<file path="config.mk">
export PLATFORM = sky130hd
export DESIGN_NAME = pc_fetch_unit_flat
export DESIGN_NICKNAME = d
export VERILOG_FILES = /design/src/rtl/pc_fetch_unit_if.sv /design/src/rtl/pc_fetch_unit.sv /design/src/flat_wrapper.sv
export SDC_FILE = /design/constraint.sdc
export NUM_CORES = 1
export LEC_CHECK = 0
export ABC_CLOCK_PERIOD_IN_PS = 7620
export BUFFER_PORTS_ARGS = -buffer_cell sky130_fd_sc_hd__buf_4
export CORE_MARGIN = 2
export CORE_UTILIZATION = 48
export CTS_CLUSTER_DIAMETER = 30
export DETAILED_ROUTE_END_ITERATION = 8
export GPL_ROUTABILITY_DRIVEN = 0
export GPL_TIMING_DRIVEN = 0
export PLACE_DENSITY = 0.74
export SYNTH_ARGS = -nofsm -noshare
export SYNTH_HDL_FRONTEND = slang
export SYNTH_SLANG_ARGS = --single-unit
</file>
<file path="constraint.sdc">
create_clock -name clk -period 7.62 [get_ports clk]
set_input_delay 0.381 -clock clk [delete_from_list [all_inputs] [get_ports clk]]
set_output_delay 0.381 -clock clk [all_outputs]
set_load 0.05 [all_outputs]
</file>
<file path="src/rtl/pc_fetch_unit_if.sv">
// Fetch-side bus bundle: instruction-memory req/ack channel and the
// valid/ready channel towards decode.
//   master : the fetch unit (drives imem_req/imem_addr and if_valid/if_instr/if_pc)
//   slave  : memory + decode side (drives imem_ack/imem_rdata and if_ready)
interface pc_fetch_unit_if;
  logic        imem_req;
  logic [31:0] imem_addr;
  logic        imem_ack;
  logic [31:0] imem_rdata;
  logic        if_valid;
  logic        if_ready;
  logic [31:0] if_instr;
  logic [31:0] if_pc;

  modport master (
    output imem_req, imem_addr, if_valid, if_instr, if_pc,
    input  imem_ack, imem_rdata, if_ready
  );

  modport slave (
    input  imem_req, imem_addr, if_valid, if_instr, if_pc,
    output imem_ack, imem_rdata, if_ready
  );
endinterface

</file>
<file path="src/rtl/pc_fetch_unit.sv">
// PC / instruction fetch unit.
// Owns the architectural PC, fetches over the imem req/ack channel and
// hands one buffered instruction at a time to decode over valid/ready.
// jmp/branch redirects from the branch unit restart fetch at the new PC,
// dropping any wrong-path instruction or in-flight fetch.
// Ports:
//   clk, rst            clock, synchronous active-high reset
//   jmp, branch         redirect requests (jmp has priority)
//   offset[15:0]        branch offset in words, sign-extended
//   target[25:0]        jump target in words
//   id_pc               PC of the instruction in decode
//   pc_high             (id_pc+4)[31:28], combinational
//   bus (master)        imem req/addr/ack/rdata, decode valid/ready/instr/pc
module pc_fetch_unit #(
  parameter logic [31:0] RESET_PC = 32'h0000_0000,
  parameter int unsigned PC_STEP  = 4
) (
  input  logic        clk,
  input  logic        rst,
  input  logic        jmp,
  input  logic        branch,
  input  logic [31:0] offset,
  input  logic [31:0] target,
  input  logic [31:0] id_pc,
  output logic [3:0]  pc_high,
  pc_fetch_unit_if.master bus
);

  typedef enum logic {FETCH, DISCARD} state_t;

  state_t      state_q, state_d;
  logic [31:0] pc_q, pc_d;
  logic [31:0] pend_q, pend_d;
  logic [31:0] instr_q, instr_d;
  logic [31:0] ifpc_q, ifpc_d;
  logic        valid_q, valid_d;
  logic        run_q, run_d;

  logic [31:0] seq_pc;
  logic [31:0] redir_pc;
  logic        redirect;
  logic        slot_busy;
  logic        req;
  logic        take;
  logic        unused_bits;

  always_comb begin
    seq_pc   = id_pc + 32'd4;
    pc_high  = seq_pc[31:28];
    redirect = jmp | branch;
    redir_pc = jmp ? {seq_pc[31:28], target[25:0], 2'b00}
                   : seq_pc + {{14{offset[15]}}, offset[15:0], 2'b00};
    unused_bits = ^{offset[31:16], target[31:26]};
  end

  // run_q keeps req low for the cycle following a reset edge.
  // In DISCARD the stale request must stay up until its ack arrives; in FETCH
  // a new request is only issued when the output slot can take the result.
  always_comb begin
    slot_busy = valid_q & ~bus.if_ready;
    req       = run_q & ((state_q == DISCARD) | ~slot_busy);
    take      = req & bus.imem_ack;
  end

  always_comb begin
    state_d = state_q;
    pc_d    = pc_q;
    pend_d  = pend_q;
    instr_d = instr_q;
    ifpc_d  = ifpc_q;
    run_d   = 1'b1;
    valid_d = valid_q & ~bus.if_ready;

    unique case (state_q)
      FETCH: begin
        if (redirect) begin
          valid_d = 1'b0;
          // Only an unanswered request needs its stale ack absorbed.
          if (req & ~bus.imem_ack) begin
            state_d = DISCARD;
            pend_d  = redir_pc;
          end else begin
            pc_d = redir_pc;
          end
        end else if (take) begin
          valid_d = 1'b1;
          instr_d = bus.imem_rdata;
          ifpc_d  = pc_q;
          pc_d    = pc_q + 32'(PC_STEP);
        end
      end
      DISCARD: begin
        if (redirect) begin
          valid_d = 1'b0;
          pend_d  = redir_pc;
        end
        if (take) begin
          state_d = FETCH;
          pc_d    = pend_d;
        end
      end
      default: state_d = FETCH;
    endcase
  end

  always_ff @(posedge clk) begin
    if (rst) begin
      state_q <= FETCH;
      pc_q    <= RESET_PC;
      pend_q  <= RESET_PC;
      instr_q <= '0;
      ifpc_q  <= '0;
      valid_q <= 1'b0;
      run_q   <= 1'b0;
    end else begin
      state_q <= state_d;
      pc_q    <= pc_d;
      pend_q  <= pend_d;
      instr_q <= instr_d;
      ifpc_q  <= ifpc_d;
      valid_q <= valid_d;
      run_q   <= run_d;
    end
  end

  always_comb begin
    bus.imem_req  = req;
    bus.imem_addr = pc_q;
    bus.if_valid  = valid_q;
    bus.if_instr  = instr_q;
    bus.if_pc     = ifpc_q;
  end

endmodule
</file>
<file path="src/flat_wrapper.sv">
// flat-port wrapper written by rule: the top's interface ports become plain ports
module pc_fetch_unit_flat 
#(
  parameter logic [31:0] RESET_PC = 32'h0000_0000,
  parameter int unsigned PC_STEP  = 4
)
  (clk, rst, jmp, branch, offset, target, id_pc, pc_high, bus_imem_req, bus_imem_addr, bus_if_valid, bus_if_instr, bus_if_pc, bus_imem_ack, bus_imem_rdata, bus_if_ready);
  pc_fetch_unit_if bus_i ();
  input  logic clk;
  input  logic rst;
  input  logic jmp;
  input  logic branch;
  input  logic [31:0] offset;
  input  logic [31:0] target;
  input  logic [31:0] id_pc;
  output logic [3:0] pc_high;
  output wire logic [$bits(bus_i.imem_req)-1:0] bus_imem_req;
  output wire logic [$bits(bus_i.imem_addr)-1:0] bus_imem_addr;
  output wire logic [$bits(bus_i.if_valid)-1:0] bus_if_valid;
  output wire logic [$bits(bus_i.if_instr)-1:0] bus_if_instr;
  output wire logic [$bits(bus_i.if_pc)-1:0] bus_if_pc;
  input wire logic [$bits(bus_i.imem_ack)-1:0] bus_imem_ack;
  input wire logic [$bits(bus_i.imem_rdata)-1:0] bus_imem_rdata;
  input wire logic [$bits(bus_i.if_ready)-1:0] bus_if_ready;
  assign bus_imem_req = bus_i.imem_req;
  assign bus_imem_addr = bus_i.imem_addr;
  assign bus_if_valid = bus_i.if_valid;
  assign bus_if_instr = bus_i.if_instr;
  assign bus_if_pc = bus_i.if_pc;
  assign bus_i.imem_ack = bus_imem_ack;
  assign bus_i.imem_rdata = bus_imem_rdata;
  assign bus_i.if_ready = bus_if_ready;
  pc_fetch_unit #(.RESET_PC(RESET_PC), .PC_STEP(PC_STEP)) u_core (.clk(clk), .rst(rst), .jmp(jmp), .branch(branch), .offset(offset), .target(target), .id_pc(id_pc), .pc_high(pc_high), .bus(bus_i));
endmodule
</file>
# Word level (Yosys, flattened, before mapping)

Cells that the tools add are included.
Widths: inputs -> output; s select.

Reduce and logical (&&, ||, !) cells: 3
Mux-type cells: 19
Eq/ne operators: 5
$add $sub $neg: 3
Bitwise logic cells: 11

Operators with widths:

| cell                  | count |
|---|---|
| $mux 32               | 8 |
| $pmux 32 s2           | 2 |
| $add 32x3->32 const B | 2 |
| $add 32x32->32        | 1 |
| $mux 1                | 7 |
| $reduce_and 3->1      | 2 |
| $not 1->1             | 5 |
| $and 1x1->1           | 4 |
| $ne 2x1->1 const B    | 2 |
| $pmux 1 s2            | 2 |
| $ne 3x1->1 const B    | 1 |
| $ne 3x3->1 const B    | 1 |
| $ne 2x2->1 const B    | 1 |
| $or 1x1->1            | 2 |
| $reduce_and 2->1      | 1 |

Output and inout bits: 102
Input bits: 134
Register bits after elaboration: 131

# Logic depth before layout (Yosys ltp)

Word-level depth: 9
Gate-level depth with buffers: 17

# Least setup slack after synthesis

No wires, ideal clock.

Kind: input to register
From: input id_pc[15]
To: register u_core.pc_q[31], in the netlist u_core.bus.imem_addr[31]
Path slack: 3.597 ns
Stages: 12
Path buffers: 1
Data arrival time: 3.960 ns
Required time: 7.557 ns
Cells stage by stage: and4_1 -> nand3_1 -> or3_1 -> buf_6 -> nor4_1 -> xor2_1 -> ha_1 -> o2111ai_1 -> or4_4 -> and4_1 -> or4b_1 -> nand3_1

Longest elaborated chain between the ends: 6
Elaborated cells between the ends (all ways): 8
Those cells by class: add/sub: 2; mux: 6

RTL lines:

| element                           | line                                     | source |
|---|---|---|
| from (decl)                       | flat_wrapper.sv:15                       | `input logic [31:0] id_pc;` |
| $add 32x3->32 *                   | pc_fetch_unit.sv:48                      | `seq_pc = id_pc + 32'd4;` |
| via pc_high[2]                    | flat_wrapper.sv:16                       | `output logic [3:0] pc_high;` |
| $add 32x32->32 *                  | pc_fetch_unit.sv:52                      | `: seq_pc + {{14{offset[15]}}, offset[15:0], 2'b00};` |
| $mux 32 *                         | pc_fetch_unit.sv:51                      | `redir_pc = jmp ? {seq_pc[31:28], target[25:0], 2'b00}` |
| $mux 32, on equally long branches | pc_fetch_unit.sv:93, pc_fetch_unit.sv:79 |  |
| $mux 32, on equally long branches | pc_fetch_unit.sv:97, pc_fetch_unit.sv:76 |  |
| $pmux 32 s2 *                     | pc_fetch_unit.sv:74                      | `unique case (state_q)` |
| to (signal assigned)              | pc_fetch_unit.sv:117                     | `pc_q <= pc_d;` |
| to (decl)                         | pc_fetch_unit.sv:32                      | `logic [31:0] pc_q, pc_d;` |

Mark *: on every way through the listed nets, which the timed path passes. The rest lies on a longest branch. The select of a mux whose other input is x is not followed.
A chain may end at the register's enable or synchronous reset.

# Worst setup path after layout

From: input id_pc[4]
To: register u_core.pc_q[29], in the netlist u_core.bus.imem_addr[29]

Longest elaborated chain between the ends: 6
Elaborated cells between the ends (all ways): 8
Those cells by class: add/sub: 2; mux: 6

RTL lines:

| element                           | line |
|---|---|
| $add 32x3->32 *                   | pc_fetch_unit.sv:48 |
| $add 32x32->32                    | pc_fetch_unit.sv:52 |
| $mux 32 *                         | pc_fetch_unit.sv:51 |
| $mux 32, on equally long branches | pc_fetch_unit.sv:93, pc_fetch_unit.sv:79 |
| $mux 32, on equally long branches | pc_fetch_unit.sv:97, pc_fetch_unit.sv:76 |
| $pmux 32 s2 *                     | pc_fetch_unit.sv:74 |

Mark *: on every way between the ends. The rest lies on a longest branch, timed or not. The select of a mux whose other input is x is not followed.

==> results.cfg <==
[finish]
final_util_pct = 63.3
syn2layout_area_growth_pct = 28.9
nets = 1535
fin_cells = 1602
diodes = 0
fillers = 1578
drive_above_1_share_pct = 20.0

[grt]
grt_pass1_wl_um = 43500
grt_use_total_pct = 29.5
antenna_found_initial = 0
gr-total-overflow = 0
grt_max_degree = 20
grt_pass1_vias = 8252

[logic_synthesis]
synth_edf_count = 0
avgSynthCellArea_um2 = 7.51
seq_area_frac_synth_pct = 30.8
async_reset_ff_share_pct = 0
ys_ff_latch = 131
postSynthCellCount = 1135
synth_nets = 1306
synth_ff_type = dfxtp_1
ys_warn_count = 0
syn_area_um2 = 8520
ys_types = 75

[timing]
slew_headroom_pct = -0.994
max_freq_ghz = 0.232
finalHoldViolations = 0
fin_skew_ns = 0.00852
whs_ns = 0.206
setup_viol = 0
rsz0062_at_grt = no
drv_slew = 10
tightest_slew_ns = 1.50
finalCriticalPeriod_ns = 4.31
setup_ws_ns = 3.31
tns_ns = 0
timing.final.crit_share_pct = 56.5

[clocking]
cts_tree = done
cts_hold_buffers = 0
clockRootBuffer = clkbuf_16
cts_resized = 0
cts_made_buffers = 17
clk_latency_ns = 0.42
numClockSinks = 131
clk_pin_slew_worst_paths_ns = 0.06
cts_buffer_depth = 2
post-cts-setup-buffer-count = 0
cts_max_level = 4

[place]
hpwlAfterDp_um = 22200
dp.cells = 1570
portBuffers = 210
place_ws_ns = 3.01

[pwr]
vdd_drop_max_v = 0.000180
power_density_nw_per_um2 = 200
p_leak_uw = 0.00453

[floorplanning]
start_util_pct = 49.1
die_w_um = 137
fp.coreArea_um2 = 17400
num_io_pins = 236
fp.dieH_um = 137
row_count = 48
die_area_um2 = 18800

[hold_path]
min_path_cells = 3
worst_hold_path_type = in2reg

[route]
viasPerCell = 5.82
routed_wl_um = 28600
wire_per_inst_um = 17.8
drc = 0
ant_nets = 0
drt-initial-drc-count = 792
dr_total_vias = 9317
dr.pass1.iters = 8

[worst_setup_path]
critPathArrivalTime_ns = 4.58
startpoint_type = input port
worstPathRequired_ns = 7.89
end_kind = register
reg2regPathDepth = 8
worstPathMaxFanout = 8
criticalPathCategory = in2reg

[outcome]
violations = capacitance limit, slew limit
status = finished with violations

[flow_run]
max_cap_viol_count = 1
==> report_power, final <==
group | switching (uW) | total (uW) | internal [uW]
sequential | 48.3 | 774 | 725
combinational | 369 | 587 | 218
clock | 318 | 835 | 517
==> routing by layer <==
metal  wire length (um)  GRT usage [%]
met5                  0              0
met4                909           9.56
met3               2870           5.96
met2              13100           49.8
met1              11700           37.6
==> per-stage QoR <==
| stage | area, um2 | power, uW |
|---|---|---|
| after floorplan | 8520 | 1160 |
| after global placement | 10400 | 1360 |
| after detailed placement | 10400 | 1360 |
| after CTS | 11000 | 2190 |
| after global routing | 11000 | 2280 |
| final | 11000 | 2200 |
==> cell type report <==
cell class,count,area [um2],area share [%]
inverter,23,86.3,0.786
clock inverter,15,180,1.64
buffer,75,353,3.21
sequential,131,2620,23.9
clock buffer,17,425,3.87
multi-input combinational,906,5460,49.7
timing repair buffer,210,1580,14.3
tap,225,282,2.56
==> worst max-delay path, stage by stage <==
cell and delay [ns]:
buf_4 0.11, and4_1 0.17, buf_2 0.17, and3_1 0.16, buf_2 0.16, nand2_1 0.20, xnor2_1 0.19, ha_1 0.28
clkbuf_1 0.30, inv_1 0.11, o21bai_1 0.23, a41oi_1 0.12, a2111oi_0 0.76, o21ai_1 0.27, mux2i_1 0.18, a2111oi_0 0.71
nor3_1 0.09
==> cell usage after synthesis (6+ instances only) <==
library cell	count	area share (%)
dfxtp_1	131	31
inv_1	22	0.97
nor2_1	76	3.3
nand3_1	49	2.9
o21ai_0	50	2.9
xnor2_1	51	5.2
and2_1	6	0.44
o211ai_1	21	1.8
a21oi_1	130	7.6
buf_2	9	0.53
a21o_1	22	1.9
a221oi_1	7	0.72
nand2_1	214	9.4
nand4_1	16	1.2
ha_1	36	5.3
and4_1	10	1.0
mux2i_1	14	1.6
and3_1	14	1.0
a211oi_1	27	2.4
xor2_1	23	2.4
nand2b_1	8	0.59
clkbuf_1	54	2.4
nor3_1	30	1.8
==> path summary, 6_finish.rpt <==
path,endpoint,slack [ns],from
worst min-delay path,u_core.bus.if_instr[27]$_SDFFE_PP0P_,0.21,bus_imem_rdata[27]
worst max register to register,u_core.bus.imem_addr[29]$_SDFFE_PP0P_,4.47,u_core.bus.imem_addr[4]$_SDFFE_PP0P_
worst max-delay path,u_core.bus.imem_addr[29]$_SDFFE_PP0P_,3.31,id_pc[4]
worst min register to register,u_core.bus.if_pc[28]$_SDFFE_PP0P_,0.45,u_core.bus.if_pc[28]$_SDFFE_PP0P_
==> sequential cells by signal (all words and copies together), names as in the netlist <==
name                  count
u_core.bus.if_instr      32
u_core.bus.if_valid       1
u_core.pend_q            32
u_core.bus.imem_addr     32
u_core.run_q              1
u_core.bus.if_pc         32
u_core.state_q            1
==> cells in the final DEF, fill, tap and decap left out, types with 4 or more instances in the layout <==
cell | Yosys | layout
nor3b_1 | 4 | 4
ha_1 | 36 | 36
xnor2_1 | 51 | 51
nand3_1 | 49 | 49
xor2_1 | 23 | 23
mux2i_1 | 14 | 14
and2_1 | 6 | 6
a221oi_1 | 7 | 7
a2111oi_0 | 4 | 4
clkbuf_16 | 0 | 17
nand2_1 | 214 | 214
buf_4 | 5 | 215
a21o_1 | 22 | 22
o21a_1 | 4 | 4
o31ai_1 | 5 | 5
nand2b_1 | 8 | 8
buf_2 | 9 | 9
o41ai_1 | 4 | 4
o211ai_1 | 21 | 21
a211oi_1 | 27 | 27
clkbuf_1 | 54 | 54
o221ai_1 | 5 | 5
buf_6 | 4 | 4
nand4_1 | 16 | 16
a31oi_1 | 5 | 5
nor4_1 | 5 | 5
nor2_1 | 76 | 76
and4_1 | 10 | 10
inv_1 | 22 | 22
o21bai_1 | 4 | 4
dfxtp_1 | 131 | 131
o21ai_0 | 50 | 50
nor3_1 | 30 | 30
and3_1 | 14 | 14
a21oi_1 | 130 | 130
a211o_1 | 4 | 4
clkinv_2 | 0 | 4
==> cell families (layout without fill, tap and decap cells) <==
family / after synthesis / after routing / share of synthesized area (%)
adders and majority gates: 37 / 37 / 5.52
DFF: 131 / 131 / 30.8
and+or+nand+nor: 451 / 451 / 24.4
buffers and inverters: 98 / 340 / 5.15
AOI/OAI and AO/OA: 327 / 327 / 24.3
muxes: 16 / 16 / 1.91
xor gates and xnor gates: 75 / 75 / 7.93
Power figures use the tool's default switching activity.
